<file path="src/rtl/key_debounce_sync.sv">
// Key debouncer: 2-FF synchroniser plus a counter-qualified FSM.
// Drives a clean registered level and one-cycle rise/fall strobes.
module key_debounce_sync #(
    parameter int STABLE_CYCLES = 1000000,
    parameter int CNT_W         = 20
) (
    input  logic CLK,
    input  logic RST,
    input  logic KEY_IN,
    output logic D_OUT,
    output logic RISE,
    output logic FALL,
    output logic BUSY
);

    typedef enum logic [1:0] {
        S_LOW   = 2'b00,
        S_CHK_H = 2'b01,
        S_HIGH  = 2'b10,
        S_CHK_L = 2'b11
    } state_t;

    localparam logic [CNT_W-1:0] LAST = CNT_W'(STABLE_CYCLES - 1);
    localparam logic [CNT_W-1:0] ONE  = CNT_W'(1);

    logic             s1;
    logic             s2;
    logic [CNT_W-1:0] cnt;
    state_t           state;

    always_ff @(posedge CLK) begin
        if (RST) begin
            s1    <= 1'b0;
            s2    <= 1'b0;
            cnt   <= '0;
            state <= S_LOW;
            D_OUT <= 1'b0;
            RISE  <= 1'b0;
            FALL  <= 1'b0;
        end else begin
            s1   <= KEY_IN;
            s2   <= s1;
            RISE <= 1'b0;
            FALL <= 1'b0;
            unique case (state)
                S_LOW: begin
                    if (s2) begin
                        state <= S_CHK_H;
                        cnt   <= ONE;
                    end else begin
                        cnt <= '0;
                    end
                end
                S_CHK_H: begin
                    if (!s2) begin
                        state <= S_LOW;
                        cnt   <= '0;
                    end else if (cnt == LAST) begin
                        state <= S_HIGH;
                        D_OUT <= 1'b1;
                        RISE  <= 1'b1;
                        cnt   <= '0;
                    end else begin
                        cnt <= cnt + ONE;
                    end
                end
                S_HIGH: begin
                    if (!s2) begin
                        state <= S_CHK_L;
                        cnt   <= ONE;
                    end else begin
                        cnt <= '0;
                    end
                end
                S_CHK_L: begin
                    // any sample back at the stable level aborts the fall
                    if (s2) begin
                        state <= S_HIGH;
                        cnt   <= '0;
                    end else if (cnt == LAST) begin
                        state <= S_LOW;
                        D_OUT <= 1'b0;
                        FALL  <= 1'b1;
                        cnt   <= '0;
                    end else begin
                        cnt <= cnt + ONE;
                    end
                end
                default: begin
                    state <= S_LOW;
                    cnt   <= '0;
                end
            endcase
        end
    end

    assign BUSY = (state == S_CHK_H) || (state == S_CHK_L);

endmodule

</file>
<file path="config.mk">
export PLATFORM = sky130hd
export DESIGN_NAME = key_debounce_sync
export DESIGN_NICKNAME = d
export VERILOG_FILES = /design/src/rtl/key_debounce_sync.sv
export SDC_FILE = /design/constraint.sdc
export NUM_CORES = 1
export LEC_CHECK = 0
export BUFFER_PORTS_ARGS = -buffer_cell sky130_fd_sc_hd__buf_2
export CAP_MARGIN = 20
export CORE_UTILIZATION = 58
export CTS_CLUSTER_SIZE = 12
export DETAILED_ROUTE_END_ITERATION = 6
export PLACE_DENSITY = 0.75
export RECOVER_POWER = 100
export SLEW_MARGIN = 25
export SYNTH_ARGS = -nofsm -noshare
export SYNTH_HDL_FRONTEND = slang
export SYNTH_SLANG_ARGS = --single-unit
</file>
<file path="constraint.sdc">
create_clock -name CLK -period 1.8 [get_ports CLK]
set_input_delay 0.36 -clock CLK [delete_from_list [all_inputs] [get_ports CLK]]
set_output_delay 0.36 -clock CLK [all_outputs]
set_load 0.01 [all_outputs]
</file>
==> impl_metrics.yaml <==
outcome:
  status: "finished clean"
placement:
  finalWeightedCongestion: 0.835
  pre_cts_ws_ns: 0.0277
  dp_cells: 177
  port-buffer-count: 6
  dp_hpwl_um: 1830
timing:
  finalHoldViolations: 0
  period_needed_ns: 1.75
  fmax_mhz: 571
  postLayoutSetupSlackWorst_ns: 0.0500
  tns_ns: 0
  finalMaxSlewViolations: 0
  slew_headroom_pct: 65.9
  setup_violations: 0
  period_share_pct: 97.2
  final.setup_skew_ns: 0.00140
  tightest_slew_ns: 0.508
power_and_ir_drop:
  pwr-share-comb_pct: 1.8
  power_density_nw_per_um2: 648
  power_switching_uw: 198
  p_sw_share_pct: 22.1
  p_int_uw: 696
  p_seq_share_pct: 68.1
  p_leak_nw: 0.424
  max-vdd-ir-drop_uv: 496
  p_clk_share_pct: 30.2
route:
  viasPerCell: 5.81
  ant_nets: 0
  top_layer: "met4"
  met1_length_um: 1170
  vias: 1064
  wl_per_cell_um: 13.9
  drc_errors: 0
  routed-wl-met2_um: 1270
  first_iter_violations: 16
  wirelength_um: 2540
  dr.pass1.iters: 4
  wl_met3_um: 53
synth:
  postSynth.asyncResetShare_pct: 0
  synth_area_leader_cell: "dfxtp_1"
  syn_inst: 140
  ys_ff_latch: 27
  synth_top_area_share_pct: 44.1
  yosys-top-cells-area: "dfxtp_1 44%, xnor2_1 5.7%, nor2_1 4.3%"
  synth_area_um2: 1220
  seq_area_frac_synth_pct: 44.1
  syn_nets: 144
  syn_area_per_cell_um2: 8.75
  netlist-cell-type-count: 37
  synth-edff-count: 0
  synth_top_flop_cell: "dfxtp_1"
  ys_warn_count: 0
worst_hold_path:
  whs_path_depth: 2
  holdCritPathClass: "in -> reg"
critical_path:
  cp.required_ns: 2.07
  crit_path_start: "cnt[0]"
  reg2reg_depth: 5
  worst-path-max-fanout: 4
  setup.worst_path.end: "cnt[18]"
  r2r_slack_ns: 0.05
  cp-start-kind: "flip-flop"
  end_kind: "flip-flop"
  crit-reg2reg-launch: "cnt[0]"
  cp_data_arrival_time_ns: 2.02
  timing.setup.critical_path_class: "reg -> reg"
  rr_endpoint: "cnt[18]"
floorplan:
  core-area_um2: 1980
  row_count: 16
  die_h_um: 48.0
  start_util_pct: 61.8
  ioPinCount: 7
  design.die.area_um2: 2300
  die_width_um: 48.0
clocking:
  clk-insertion-delay-late_ns: 0.32
  clk_pin_slew_ns: 0.15
  clock_sinks: 27
  h-tree-depth: 1
  clockBufferDepth: 2
  cts_inserted_buffers: 3
  cts_tree: "built"
  holdBufCountCts: 0
  root_buffer: "clkbuf_4"
global_route:
  grt_pass1_vias: 883
  grt_pass1_wl_um: 3750
  grt_max_degree: 17
  antenna_found_initial: 0
  grt_use_total_pct: 23.7
  grt_overflow: 0
cells_and_area:
  instances_no_fill: 183
  syn_to_final_growth_pct: 12.6
  final_nets: 161
  antenna_cells: 0
  drive_gt1_share_pct: 16.7
run:
  max_cap_viol_count: 0
## routing by layer
layer,vias to the layer above,GRT usage (%)
met5,-,0
met4,0,10.0
met3,4,4.91
met2,18,39.5
met1,504,29.5
li1,538,-
## repair_timing
action	in CTS	in global routing
endpoints found under the setup margin	1	3
pin swaps	0	1
gates resized for setup	1	3
setup buffers	0	2
gates cloned	0	0
## Yosys cell counts, types with 3 or more instances
master	count
nor2b_1	3
a21oi_1	8
nor3_1	3
and3_1	5
o21ai_0	6
dfxtp_1	27
xor2_1	5
nor2_1	14
xnor2_1	8
nor4_1	4
nand3_1	6
nand2_1	5
nand4_1	8
inv_1	7
## power by group through the flow
stage / clock network [mW] / logic [mW] / registers, mW
4_1_cts: 0.273 / 0.0170 / 0.608
3_5_place_dp: 0 / 0.0169 / 0.621
2_1_floorplan: 0 / 0.00862 / 0.621
6_report: 0.269 / 0.0159 / 0.608
3_3_place_gp: 0 / 0.0162 / 0.620
5_1_grt: 0.303 / 0.0179 / 0.609
## state kept, by name (all words and copies together) (netlist names), named ones only
signal / flops
RISE: 1
D_OUT: 1
cnt: 20
FALL: 1
s2: 1
s1: 1
state: 1
## worst min path at each step
stage,start,end
floorplan,s1,s2
global placement,s1,s2
detailed placement,s1,s2
CTS,RST,flip-flop
global route,KEY_IN,s1
finish,KEY_IN,s1
## cell usage in the layout (no fill, tap or decap), types with 2 or more instances in the layout
cell type	instances
clkbuf_4	6
nor4_1	4
xnor2_1	8
clkbuf_1	5
inv_1	7
dfxtp_1	25
nor2b_1	3
a31oi_1	2
xor2_1	5
dfxtp_2	2
nor3_1	3
buf_4	7
and4_1	2
nand3_1	6
o21ai_0	6
a21oi_1	7
nand4_1	8
nand2b_1	2
and2_0	2
and2_1	2
nand2_1	5
nor2_1	14
and3_1	5
or4_1	2
## metrics by stage
stage,utilization (%),instance area [um2],hold slack (ns),power (mW)
floorplan,-,1220,0.414,0.629
CTS,68.8,1360,0.242,0.897
detailed placement,67.2,1330,0.424,0.637
finish,69.6,1380,0.255,0.893
global placement,67.2,1330,0.426,0.636
global route,69.6,1380,0.250,0.930
## worst max-delay path, cell delays in order (launching register included)
cell and delay, ns:
dfxtp_2 0.38, ha_2 0.20, nand3_1 0.10, or3_4 0.40, or4_1 0.47, a21oi_1 0.15
## cells by family (layout without fill, tap and decap cells)
group | count (synthesis) | count (layout) | synth area share, %
AND/OR/NAND/NOR | 67 | 67 | 31.9
flip-flops | 27 | 27 | 44.1
AO/OA/AOI/OAI | 21 | 21 | 10.1
XOR/XNOR | 13 | 13 | 9.30
buffers and inverters | 11 | 27 | 3.58
adder cells (fa/ha/maj) | 1 | 1 | 1.02
## layout make-up
cell class | instances | area, um2
Multi-Input combinational cell | 102 | 647
Fill cell | 154 | 603
Sequential cell | 27 | 543
Timing Repair Buffer | 16 | 98.8
Tap cell | 27 | 33.8
Inverter | 7 | 26.3
Clock buffer | 3 | 22.5
Clock inverter | 1 | 7.51
No activity file was read; power rests on OpenSTA's default activity.
